--- src/rtl/mips_ctrl_pkg.sv ---
// Shared constants and state type for the multi-cycle MIPS controller.
// CTRL_JUMP_EN adds the JUMP state and J decode.
package mips_ctrl_pkg;

  localparam logic [5:0] OP_LW    = 6'b100011;
  localparam logic [5:0] OP_SW    = 6'b101011;
  localparam logic [5:0] OP_BEQ   = 6'b000100;
  localparam logic [5:0] OP_RTYPE = 6'b000000;
  localparam logic [5:0] OP_J     = 6'b000010;

  localparam logic [5:0] FN_ADD = 6'b100000;
  localparam logic [5:0] FN_SUB = 6'b100010;
  localparam logic [5:0] FN_AND = 6'b100100;
  localparam logic [5:0] FN_OR  = 6'b100101;

  localparam logic [1:0] ALU_AND = 2'b00;
  localparam logic [1:0] ALU_OR  = 2'b01;
  localparam logic [1:0] ALU_ADD = 2'b10;
  localparam logic [1:0] ALU_SUB = 2'b11;

  localparam logic [1:0] SRCB_B    = 2'b00;
  localparam logic [1:0] SRCB_4    = 2'b01;
  localparam logic [1:0] SRCB_IMM  = 2'b10;
  localparam logic [1:0] SRCB_IMM2 = 2'b11;

  localparam logic [1:0] PCS_ALU  = 2'b00;
  localparam logic [1:0] PCS_OUT  = 2'b01;
  localparam logic [1:0] PCS_JUMP = 2'b10;

  typedef enum logic [3:0] {
    S_FETCH,
    S_DECODE,
    S_MEM_ADDR,
    S_MEM_READ,
    S_MEM_WRITE,
    S_MEM_WB,
    S_EXECUTE,
    S_ALU_WB,
    S_BRANCH
`ifdef CTRL_JUMP_EN
    , S_JUMP
`endif
  } state_e;

  function automatic logic is_mem_op(
    input logic [5:0] op
  );
    return (op == OP_LW) || (op == OP_SW);
  endfunction

endpackage

--- src/rtl/alu_op_decode.sv ---
// R-type func field to ALU operation, with a legality flag.
// Used by both DECODE (legality) and EXECUTE (operation).
module alu_op_decode
  import mips_ctrl_pkg::*;
(
  input  logic [5:0] func_i,
  output logic [1:0] alu_op_o,
  output logic       legal_o
);

  // Map the supported funcs; anything else is flagged illegal.
  always_comb begin
    alu_op_o = ALU_ADD;
    legal_o  = 1'b1;
    unique case (1'b1)
      (func_i == FN_ADD): alu_op_o = ALU_ADD;
      (func_i == FN_SUB): alu_op_o = ALU_SUB;
      (func_i == FN_AND): alu_op_o = ALU_AND;
      (func_i == FN_OR):  alu_op_o = ALU_OR;
      default: begin
        alu_op_o = ALU_ADD;
        legal_o  = 1'b0;
      end
    endcase
  end

endmodule

--- src/rtl/multicycle_controller.sv ---
// Multi-cycle control FSM for the shared-memory MIPS datapath.
// Define CTRL_JUMP_EN to decode J (opcode 000010) into a JUMP state.
module multicycle_controller
  import mips_ctrl_pkg::*;
(
  input  logic       clk,
  input  logic       rst_n,
  input  logic [5:0] opcode,
  input  logic [5:0] func,
  input  logic       mem_ready,
  output logic       pc_write,
  output logic       pc_write_cond,
  output logic       i_or_d,
  output logic       mem_read,
  output logic       mem_write,
  output logic       ir_write,
  output logic       reg_dst,
  output logic       mem_to_reg,
  output logic       reg_write,
  output logic       alu_src_a,
  output logic [1:0] alu_src_b,
  output logic [1:0] alu_op,
  output logic [1:0] pc_source,
  output logic       instr_done,
  output logic       illegal
);

  state_e     state_q;
  state_e     state_d;
  logic [1:0] fn_op;
  logic       fn_ok;
  logic       is_lw;
  logic       is_sw;
  logic       is_beq;
  logic       is_r;
  logic       is_j;
  logic       dec_ok;

  alu_op_decode u_fn (
    .func_i   (func),
    .alu_op_o (fn_op),
    .legal_o  (fn_ok)
  );

  // Opcode classification; J only counts when jump support is built in.
  always_comb begin
    is_lw  = (opcode == OP_LW);
    is_sw  = (opcode == OP_SW);
    is_beq = (opcode == OP_BEQ);
    is_r   = (opcode == OP_RTYPE);
`ifdef CTRL_JUMP_EN
    is_j   = (opcode == OP_J);
`else
    is_j   = 1'b0;
`endif
    dec_ok = is_lw | is_sw | is_beq | is_j
           | (is_r & fn_ok);
  end

  // State register, asynchronously forced to FETCH.
  always_ff @(posedge clk or negedge rst_n) begin
    if (!rst_n) begin
      state_q <= S_FETCH;
    end else begin
      state_q <= state_d;
    end
  end

  // Next-state sequencing; memory states hold until mem_ready.
  always_comb begin
    state_d = state_q;
    unique case (state_q)
      S_FETCH: begin
        if (mem_ready) state_d = S_DECODE;
      end
      S_DECODE: begin
        unique case (1'b1)
          is_mem_op(opcode): state_d = S_MEM_ADDR;
          (is_r & fn_ok):    state_d = S_EXECUTE;
          is_beq:            state_d = S_BRANCH;
`ifdef CTRL_JUMP_EN
          is_j:              state_d = S_JUMP;
`endif
          default:           state_d = S_FETCH;
        endcase
      end
      S_MEM_ADDR: begin
        if (is_lw)      state_d = S_MEM_READ;
        else if (is_sw) state_d = S_MEM_WRITE;
        else            state_d = S_FETCH;
      end
      S_MEM_READ: begin
        if (mem_ready) state_d = S_MEM_WB;
      end
      S_MEM_WRITE: begin
        if (mem_ready) state_d = S_FETCH;
      end
      S_MEM_WB:  state_d = S_FETCH;
      S_EXECUTE: state_d = S_ALU_WB;
      S_ALU_WB:  state_d = S_FETCH;
      S_BRANCH:  state_d = S_FETCH;
`ifdef CTRL_JUMP_EN
      S_JUMP:    state_d = S_FETCH;
`endif
      default:   state_d = S_FETCH;
    endcase
  end

  // Datapath controls per state; all low while reset is held.
  always_comb begin
    pc_write      = 1'b0;
    pc_write_cond = 1'b0;
    i_or_d        = 1'b0;
    mem_read      = 1'b0;
    mem_write     = 1'b0;
    ir_write      = 1'b0;
    reg_dst       = 1'b0;
    mem_to_reg    = 1'b0;
    reg_write     = 1'b0;
    alu_src_a     = 1'b0;
    alu_src_b     = SRCB_B;
    alu_op        = ALU_AND;
    pc_source     = PCS_ALU;
    instr_done    = 1'b0;
    illegal       = 1'b0;
    if (rst_n) begin
      unique case (state_q)
        S_FETCH: begin
          mem_read  = 1'b1;
          alu_src_b = SRCB_4;
          alu_op    = ALU_ADD;
          ir_write  = mem_ready;
          pc_write  = mem_ready;
        end
        S_DECODE: begin
          alu_src_b  = SRCB_IMM2;
          alu_op     = ALU_ADD;
          illegal    = ~dec_ok;
          instr_done = ~dec_ok;
        end
        S_MEM_ADDR: begin
          alu_src_a = 1'b1;
          alu_src_b = SRCB_IMM;
          alu_op    = ALU_ADD;
        end
        S_MEM_READ: begin
          mem_read = 1'b1;
          i_or_d   = 1'b1;
        end
        S_MEM_WRITE: begin
          mem_write  = 1'b1;
          i_or_d     = 1'b1;
          instr_done = mem_ready;
        end
        S_MEM_WB: begin
          reg_write  = 1'b1;
          mem_to_reg = 1'b1;
          instr_done = 1'b1;
        end
        S_EXECUTE: begin
          alu_src_a = 1'b1;
          alu_src_b = SRCB_B;
          alu_op    = fn_op;
        end
        S_ALU_WB: begin
          reg_write  = 1'b1;
          reg_dst    = 1'b1;
          instr_done = 1'b1;
        end
        S_BRANCH: begin
          alu_src_a     = 1'b1;
          alu_src_b     = SRCB_B;
          alu_op        = ALU_SUB;
          pc_write_cond = 1'b1;
          pc_source     = PCS_OUT;
          instr_done    = 1'b1;
        end
`ifdef CTRL_JUMP_EN
        S_JUMP: begin
          pc_write   = 1'b1;
          pc_source  = PCS_JUMP;
          instr_done = 1'b1;
        end
`endif
        default: ;
      endcase
    end
  end

endmodule

--- config.mk ---
export PLATFORM = sky130hd
export DESIGN_NAME = multicycle_controller
export DESIGN_NICKNAME = d
export VERILOG_FILES = /design/src/rtl/mips_ctrl_pkg.sv /design/src/rtl/alu_op_decode.sv /design/src/rtl/multicycle_controller.sv
export SDC_FILE = /design/constraint.sdc
export NUM_CORES = 1
export LEC_CHECK = 0
export CORE_UTILIZATION = 39
export CTS_CLUSTER_DIAMETER = 50
export DETAILED_ROUTE_END_ITERATION = 16
export PLACE_DENSITY = 0.85
export SKIP_LAST_GASP = 1
export SYNTH_ARGS = -nofsm -noshare
export SYNTH_HDL_FRONTEND = slang
export SYNTH_SLANG_ARGS = --single-unit
--- constraint.sdc ---
create_clock -name clk -period 2.36 [get_ports clk]
set_input_delay 0.354 -clock clk [delete_from_list [all_inputs] [get_ports clk]]
set_output_delay 0.354 -clock clk [all_outputs]
set_load 0.1 [all_outputs]
=== Word level (Yosys, flattened, before mapping) ===
Index checks and enable logic that the tools add are counted.
Widths: inputs -> output; s select.

* Flip-flop bits (word level): 4

* Equal/unequal tests: 18
* Mux-type cells: 37
* Bitwise operators: 5
* Reduce and logical (&&, ||, !) cells: 11

{| class="wikitable"
|+ Operators by type and width
! kind !! number
|-
| $eq 6x6->1 const B || 6
|-
| $mux 1 || 24
|-
| $pmux 4 s6 || 1
|-
| $pmux 2 s3 || 3
|-
| $eq 4x3->1 const B || 4
|-
| $mux 4 || 3
|-
| $pmux 4 s3 || 1
|-
| $reduce_or 3->1 || 3
|-
| $eq 4x2->1 const B || 2
|-
| $eq 6x3->1 const B || 1
|-
| $logic_not 6->1 || 1
|-
| $mux 3 || 2
|-
| $ne 2x2->1 const B || 3
|-
| $reduce_or 2->1 || 3
|-
| $eq 4x1->1 const B || 1
|-
| $eq 4x4->1 const B || 1
|-
| $logic_not 4->1 || 1
|-
| $mux 2 || 2
|-
| $reduce_or 4->1 || 1
|-
| $or 1x1->1 || 3
|-
| $pmux 1 s3 || 1
|-
| $reduce_and 3->1 || 1
|-
| $and 1x1->1 || 1
|-
| $logic_or 1x1->1 || 1
|-
| $not 1->1 || 1
|}

=== Longest topological paths before layout ===
Gate-level depths: netlist of the first run.

* Depth in word-level cells: 8
* Depth in mapped cells: 5
* Gate-level depth less buffers: 4

=== Modules after synthesis ===
From an unflattened synthesis of the first run, not the netlist that was laid out.

* Cell total of the unflattened synthesis: 82
* Area, all modules: 638.1 sq um

{| class="wikitable"
|+ Modules (own cells, without submodules)
! module !! times used !! cells an instance !! area each (sq um) !! seq. area each (sq um)
|-
| multicycle_controller || 1 || 75 || 585.6 || 100.1
|-
| alu_op_decode || 1 || 7 || 52.6 || 0.0
|}

=== Least setup slack after synthesis of the first run ===
No wires, ideal clock.

* Path type: register -> output
* Start: register state_q[1]
* End: output pc_write
* Arrival time: 4.327 ns
* Slack: -2.321 ns
* Cell stages (with the launch flop): 5
* Path buffers: 3
* Cells stage by stage: dfrtp_1 buf_2 buf_2 nor4_1 buf_4

* Cells in the longest elaborated chain, start to end: 3

{| class="wikitable"
|+ RTL lines
! what !! line !! text
|-
| start, declared || multicycle_controller.sv:28 || <nowiki>state_e state_q;</nowiki>
|-
| start signal, assigned || multicycle_controller.sv:65 || <nowiki>state_q <= state_d;</nowiki>
|-
| $logic_not 4->1 || n/a ||
|-
| $mux 1 (2 in series) || n/a ||
|-
| end, declared || multicycle_controller.sv:11 || <nowiki>output logic pc_write,</nowiki>
|}

No other way between the ends.

=== Worst setup path in the final report of the first run ===
* Start: input func[1]
* End: output alu_op[0]

* Cells in the longest elaborated chain, start to end: 4
* Elaborated cells between the ends (all ways): 6
* Those cells by class: eq/ne: 3; mux: 3

{| class="wikitable"
|+ RTL lines
! what !! line !! text
|-
| start, declared || multicycle_controller.sv:9 || <nowiki>input logic [5:0] func,</nowiki>
|-
| $eq 6x6->1 (on tied branches) || alu_op_decode.sv:19, alu_op_decode.sv:17, alu_op_decode.sv:18 ||
|-
| $pmux 2 s3 * || alu_op_decode.sv:15 || <nowiki>unique case (1'b1)</nowiki>
|-
| $pmux 2 s3 * || multicycle_controller.sv:127 || <nowiki>unique case (state_q)</nowiki>
|-
| $mux 2 * || multicycle_controller.sv:126 || <nowiki>if (rst_n) begin</nowiki>
|-
| end, declared || multicycle_controller.sv:22 || <nowiki>output logic [1:0] alu_op,</nowiki>
|}

Mark *: on every way between the ends. The rest lies on a longest branch, timed or not.

==> results.toml, run 1 <==
[detailed_routing]
num_vias = 781
ant_nets = 0
wl_per_cell_um = 16.54
vias_per_cell = 6.102
drc = 0
drtPass1Iterations = 4
drt_iter0_drc = 35
wl_mm = 2.117

[yosys]
yosys_warnings = 0
synthFlopType = "dfrtp_1"
synth-edff-count = 0
yosysUniqueCellTypes = 37
netlist_top_cells_area = "dfrtp_1 18%, nor2_1 6.7%, a21oi_1 6.3%"
synth_common_cells = "10 x nor2_1, 7 x a21oi_1, 6 x inv_1, 6 x nor3_1, 5 x nand2_1"
synth_most_common_cell = "nor2_1"
synth_top_area_share_pct = 17.94
synth.avg_cell_area_sq_um = 6.889
ys_ff_latch = 4
yosys.area.top_type = "dfrtp_1"
synth_area_sq_um = 558.0
ys_async_sr_fraction_pct = 100.0
synth_nets = 96
ys_seq_area_share_pct = 17.94
syn_inst = 81

[pwr]
peakVddDrop_mv = 0.5522
p_per_area_mw_per_mm2 = 334.5
power_uw = 381.7
p_leak_nw = 0.4910

[clocking]
cts_buffer_depth = 2
clk_pin_slew_ps = 40
h-tree-depth = 1
clock_latency_ps = 240
cts_buffers = 3
cts_root_buf = "clkbuf_4"
cts_tree = "built"
hold_buffers = 0
numClockSinks = 4

[timing]
setup_violations = 0
min_period_over_period_pct = 97.51
rsz0062_at_grt = "false"
fin_crit_ps = 2301
final_hold_viol_count = 0
slew_viol_final = 0
fin_setup_tns_ps = 0
fin_skew_ps = 5.827
clock.fmax_mhz = 434.6
setup_slack_ps = 58.78

[global_route]
grt_pass1_wl_mm = 3.015
grt_remaining_overflow = 0
grt_pass1_vias = 646
grt_antenna_before_repair = 0
grt_max_degree = 15
grt_usage_pct = 28.91

[finish]
layout-drive-gt1-share_pct = 37.17
diodes = 0
area_growth_pct = 104.5
max_flop_register = "state_q"
largest_reg_flops = 4
top_regs = "state_q (4)"
nNetsFinal = 130
n_fill_cell = 66
post-route-util_pct = 86.61

[critical_path]
worst_path_dominant_cell_family = "buffers and inverters"
worst-r2r-setup-slack_ps = 670
endpoint_kind = "output pin"
cp_max_fo = 3
cpPeakStageDelay_ps = 450
cp_slowest_cell = "clkdlybuf4s50_1"
startpoint = "func[1]"
reg2reg_from = "state_q[1]$_DFFE_PN0P_"
path_cells = "clkdlybuf4s50_1 -> mux2i_1 -> nand2_1 -> or4_4 -> a21oi_4 -> buf_12"
worst_setup_path_start_kind = "primary input"
cp.required_ps = 2010
crit_buf_inv = 2
worstPathArrival_ps = 1950
crit_type = "in -> out"

[run]
maxCapViolCount = 0

[floorplan]
die_w_um = 39.83
dieArea_sq_mm = 0.001586
die_height_um = 39.83
coreArea_sq_mm = 0.001318
ioPinCount = 33
num_rows = 13
start_util_pct = 42.36

[placed_design]
gp_congestion = 0.8979
pre_cts_ws_ps = -45.21
place_hpwl_mm = 1.486
placement.io_buffers = 31

[worst_hold_path]
hp-class = "in -> async"

[outcome]
status = "completed"
## cell type report
cell class | instances | area, sq um | share of cell area [%]
repair buffers | 37 | 528.0 | 46.27
multi-input cells | 63 | 449.2 | 39.36
flip-flops and latches | 4 | 100.1 | 8.772
clock buffers | 3 | 22.52 | 1.974
inverters | 6 | 22.52 | 1.974
well taps | 15 | 18.77 | 1.645
## per-stage QoR
stage / cell area (sq um) / hold slack (ps) / cells
finish: 1141 / 629.3 / 128
global route: 1141 / 639.4 / 128
CTS: 1127 / 605.1 / 128
detailed placement: 1097 / 676.4 / 124
global placement: 1097 / 665.0 / 124
floorplan: 606.8 / 58.41 / 81
## layer usage
metal  GRT usage [%]  vias to the layer above  routed length [um]
li1                -                      355                   -
met1           34.58                      355                 843
met2           48.77                       61                1057
met3           8.523                       10                 164
met4           8.621                        0                  51
met5               0                        -                   0
## worst register-to-register path: cells and delay by family (launching register included)
kind	cells	cell delay, ps
flops	1	610
simple gates	2	430
compound gates	2	350
buf+inv	1	240
## final timing paths
kind | end | cells after the start
max | alu_op[0] | 6
min | state_q[1]$_DFFE_PN0P_ | 2
max reg2reg | state_q[2]$_DFFE_PN0P_ | 5
min reg2reg | state_q[0]$_DFFE_PN0P_ | 1
max in group asynchronous | state_q[3]$_DFFE_PN0P_ | 2
min in group clk | state_q[0]$_DFFE_PN0P_ | 1
## cell families (layout without fill, tap and decap cells)
family	after synthesis	after routing	share of synthesized area, %
multiplexers	1	1	1.794
XOR/XNOR	1	1	1.570
flip-flops	4	4	17.94
AO/OA/AOI/OAI	23	23	29.37
AND/OR/NAND/NOR	37	37	36.33
other	1	1	0.6720
buffers and inverters	14	46	12.33
## what timing repair did
action,in CTS,in global routing
setup endpoints to repair,1,1
resized for setup,0,3
pin swaps,3,2
buffers inserted,1,0
## cell usage in the layout (no fill, tap or decap), types with 2 or more instances in the layout
master           netlist  layout
and3_1                 3       2
inv_1                  6       6
nor2_1                10       8
nor3_1                 6       5
a21oi_2                1       3
nor2_2                 1       3
buf_4                  3       6
o21ai_0                4       4
nand2_1                5       5
buf_12                 0      17
nor3b_1                2       2
nand2b_1               2       2
a21oi_1                7       4
dfrtp_1                4       4
clkdlybuf4s50_1        0      13
clkbuf_4               0       3
## report_power, final
group          switching, mW  total, mW  internal, mW
Sequential           0.00203     0.0730        0.0710
Combinational          0.137      0.221        0.0845
Clock                 0.0306     0.0877        0.0571
Total                  0.169      0.382         0.213
Note: power is estimated with default switching activity, not from simulation.
==> inputs of run 2 (changes only) <==
- CORE_UTILIZATION: 39 -> 41
- CTS_BUF_LIST: unset -> sky130_fd_sc_hd__clkbuf_8
- PLACE_DENSITY: 0.85 -> 0.89
- clock period: 2.36 -> 2.7 ns (I/O delays scaled with it)
==> results.toml, run 2 (synthesis gave the netlist of run 1 again) <==
[worst_hold_path]
hp-class = "in -> async"

[timing]
tightest_slew_ps = 599.4
final_hold_viol_count = 0
fin_skew_ps = 3.401
setup_violations = 0
slew_viol_final = 0
maxSlewHeadroom_pct = 60.04
rsz0062_at_grt = "false"
fin_crit_ps = 2522
min_period_over_period_pct = 93.41
clock.fmax_mhz = 396.5
setup_slack_ps = 177.9

[detailed_routing]
wl_per_cell_um = 16.42
drc = 0
drt_iter0_drc = 22
ant_nets = 0
num_vias = 740
wl_mm = 2.003
drtPass1Iterations = 4
vias_per_cell = 6.066

[critical_path]
worst-r2r-setup-slack_ps = 980
endpoint_kind = "output pin"
startpoint = "func[2]"
reg2reg_from = "state_q[1]$_DFFE_PN0P_"
worst_setup_path_start_kind = "primary input"
path_cells = "clkdlybuf4s50_1 -> mux2i_1 -> nand2_1 -> or4_1 -> a21oi_2 -> buf_12"
worstPathArrival_ps = 2120
cp_max_fo = 2
cp_slowest_cell = "clkdlybuf4s50_1"
crit_type = "in -> out"
r2r-end = "state_q[2]$_DFFE_PN0P_"
reg2reg_depth = 4
cpPeakStageDelay_ps = 500
cp.required_ps = 2300
crit_end = "alu_op[0]"

[finish]
layout-drive-gt1-share_pct = 29.63
area_growth_pct = 95.29
layout_common_cells = "17 x buf_12, 14 x clkdlybuf4s50_1, 10 x nor2_1, 6 x inv_1"
n_fill_cell = 44
diodes = 0
nNetsFinal = 125
max_flop_register = "state_q"
post-route-util_pct = 91.88
largest_reg_flops = 4
top_regs = "state_q (4)"
final_common_cell = "buf_12"

[pwr]
power_uw = 375.1
p_leak_nw = 0.4647
p_per_area_mw_per_mm2 = 344.2
peakVddDrop_mv = 0.4544

[clocking]
clk_pin_slew_ps = 30
cts_buffers = 3
hold_buffers = 0
cts_tree = "built"
cts_buffer_depth = 2
post_cts_resize_count = 0
h-tree-depth = 1
cts_root_buf = "clkbuf_8"
post_cts_buffers = 0
clock_latency_ps = 220
numClockSinks = 4

[global_route]
grt_remaining_overflow = 0
grt_pass1_wl_mm = 3.208
grt_antenna_before_repair = 0
grt_pass1_vias = 676
grt_usage_pct = 31.18
grt_max_degree = 18

[placed_design]
gp_congestion = 0.8823
placement.io_buffers = 31
place_hpwl_mm = 1.532
pre_cts_ws_ps = 177.5

[outcome]
status = "completed"

[floorplan]
coreArea_sq_mm = 0.001186
start_util_pct = 47.05
die_w_um = 38.89
ioPinCount = 33
die_height_um = 38.89
dieArea_sq_mm = 0.001512
num_rows = 12

[run]
maxCapViolCount = 0
==> run 2: cell types whose count changed in the layout (fill, tap and decap cells not counted), moves of 2 or more <==
cell,before,now
buf_4,6,1
clkbuf_4,3,0
clkbuf_8,0,3
nor2_1,8,10
nor2_2,3,1
==> run 2: final cells by class <==
cell class / count / area, sq um / area share [%]
Timing Repair Buffer: 32 / 488.0 / 44.78
Multi-Input combinational cell: 63 / 420.4 / 38.58
Sequential cell: 4 / 100.1 / 9.185
Clock buffer: 3 / 41.29 / 3.789
Inverter: 6 / 22.52 / 2.067
Tap cell: 14 / 17.52 / 1.607
==> run 2: worst min-delay path by stage <==
stage                      startpoint                     end  slack (ps)  depth (start not counted)
4_1_cts                         rst_n  state_q[1]$_DFFE_PN0P_         500                          1
3_5_place_dp   state_q[3]$_DFFE_PN0P_  state_q[0]$_DFFE_PN0P_         670                          1
2_1_floorplan                   rst_n  state_q[0]$_DFFE_PN0P_         110                          0
5_1_grt                         rst_n  state_q[2]$_DFFE_PN0P_         530                          1
6_report                        rst_n  state_q[1]$_DFFE_PN0P_         490                          1
3_3_place_gp   state_q[3]$_DFFE_PN0P_  state_q[0]$_DFFE_PN0P_         660                          1
==> run 2: stage by stage <==
step / setup TNS (ps) / cells / cell area (sq um) / hold WS (ps)
finish: 0 / 122 / 1090 / 494.5
global route: 0 / 122 / 1090 / 527.3
CTS: 0 / 122 / 1090 / 496.7
detailed placement: 0 / 119 / 1049 / 667.3
global placement: 0 / 119 / 1049 / 663.4
floorplan: -2.925 / 81 / 589.3 / 109.4
==> run 2: worst max-delay path, delay by kind of cell <==
kind | cells | cell delay, ps
mux | 1 | 230
buf+inv | 2 | 690
simple gates | 2 | 580
compound gates | 1 | 200
==> run 2: per-layer routing <==
layer / wire length (um) / part of all wire, % / track usage, %
met1: 781 / 39 / 35.42
met2: 1079 / 54 / 57.08
met3: 121 / 6.0 / 6.358
met4: 21 / 1.0 / 9.483
met5: 0 / 0 / 0
==> run 2: power breakdown <==
part	internal, mW	switching (mW)
clock network	0.0950	0.0306
registers	0.0622	0.00202
logic	0.0700	0.115
total	0.227	0.148
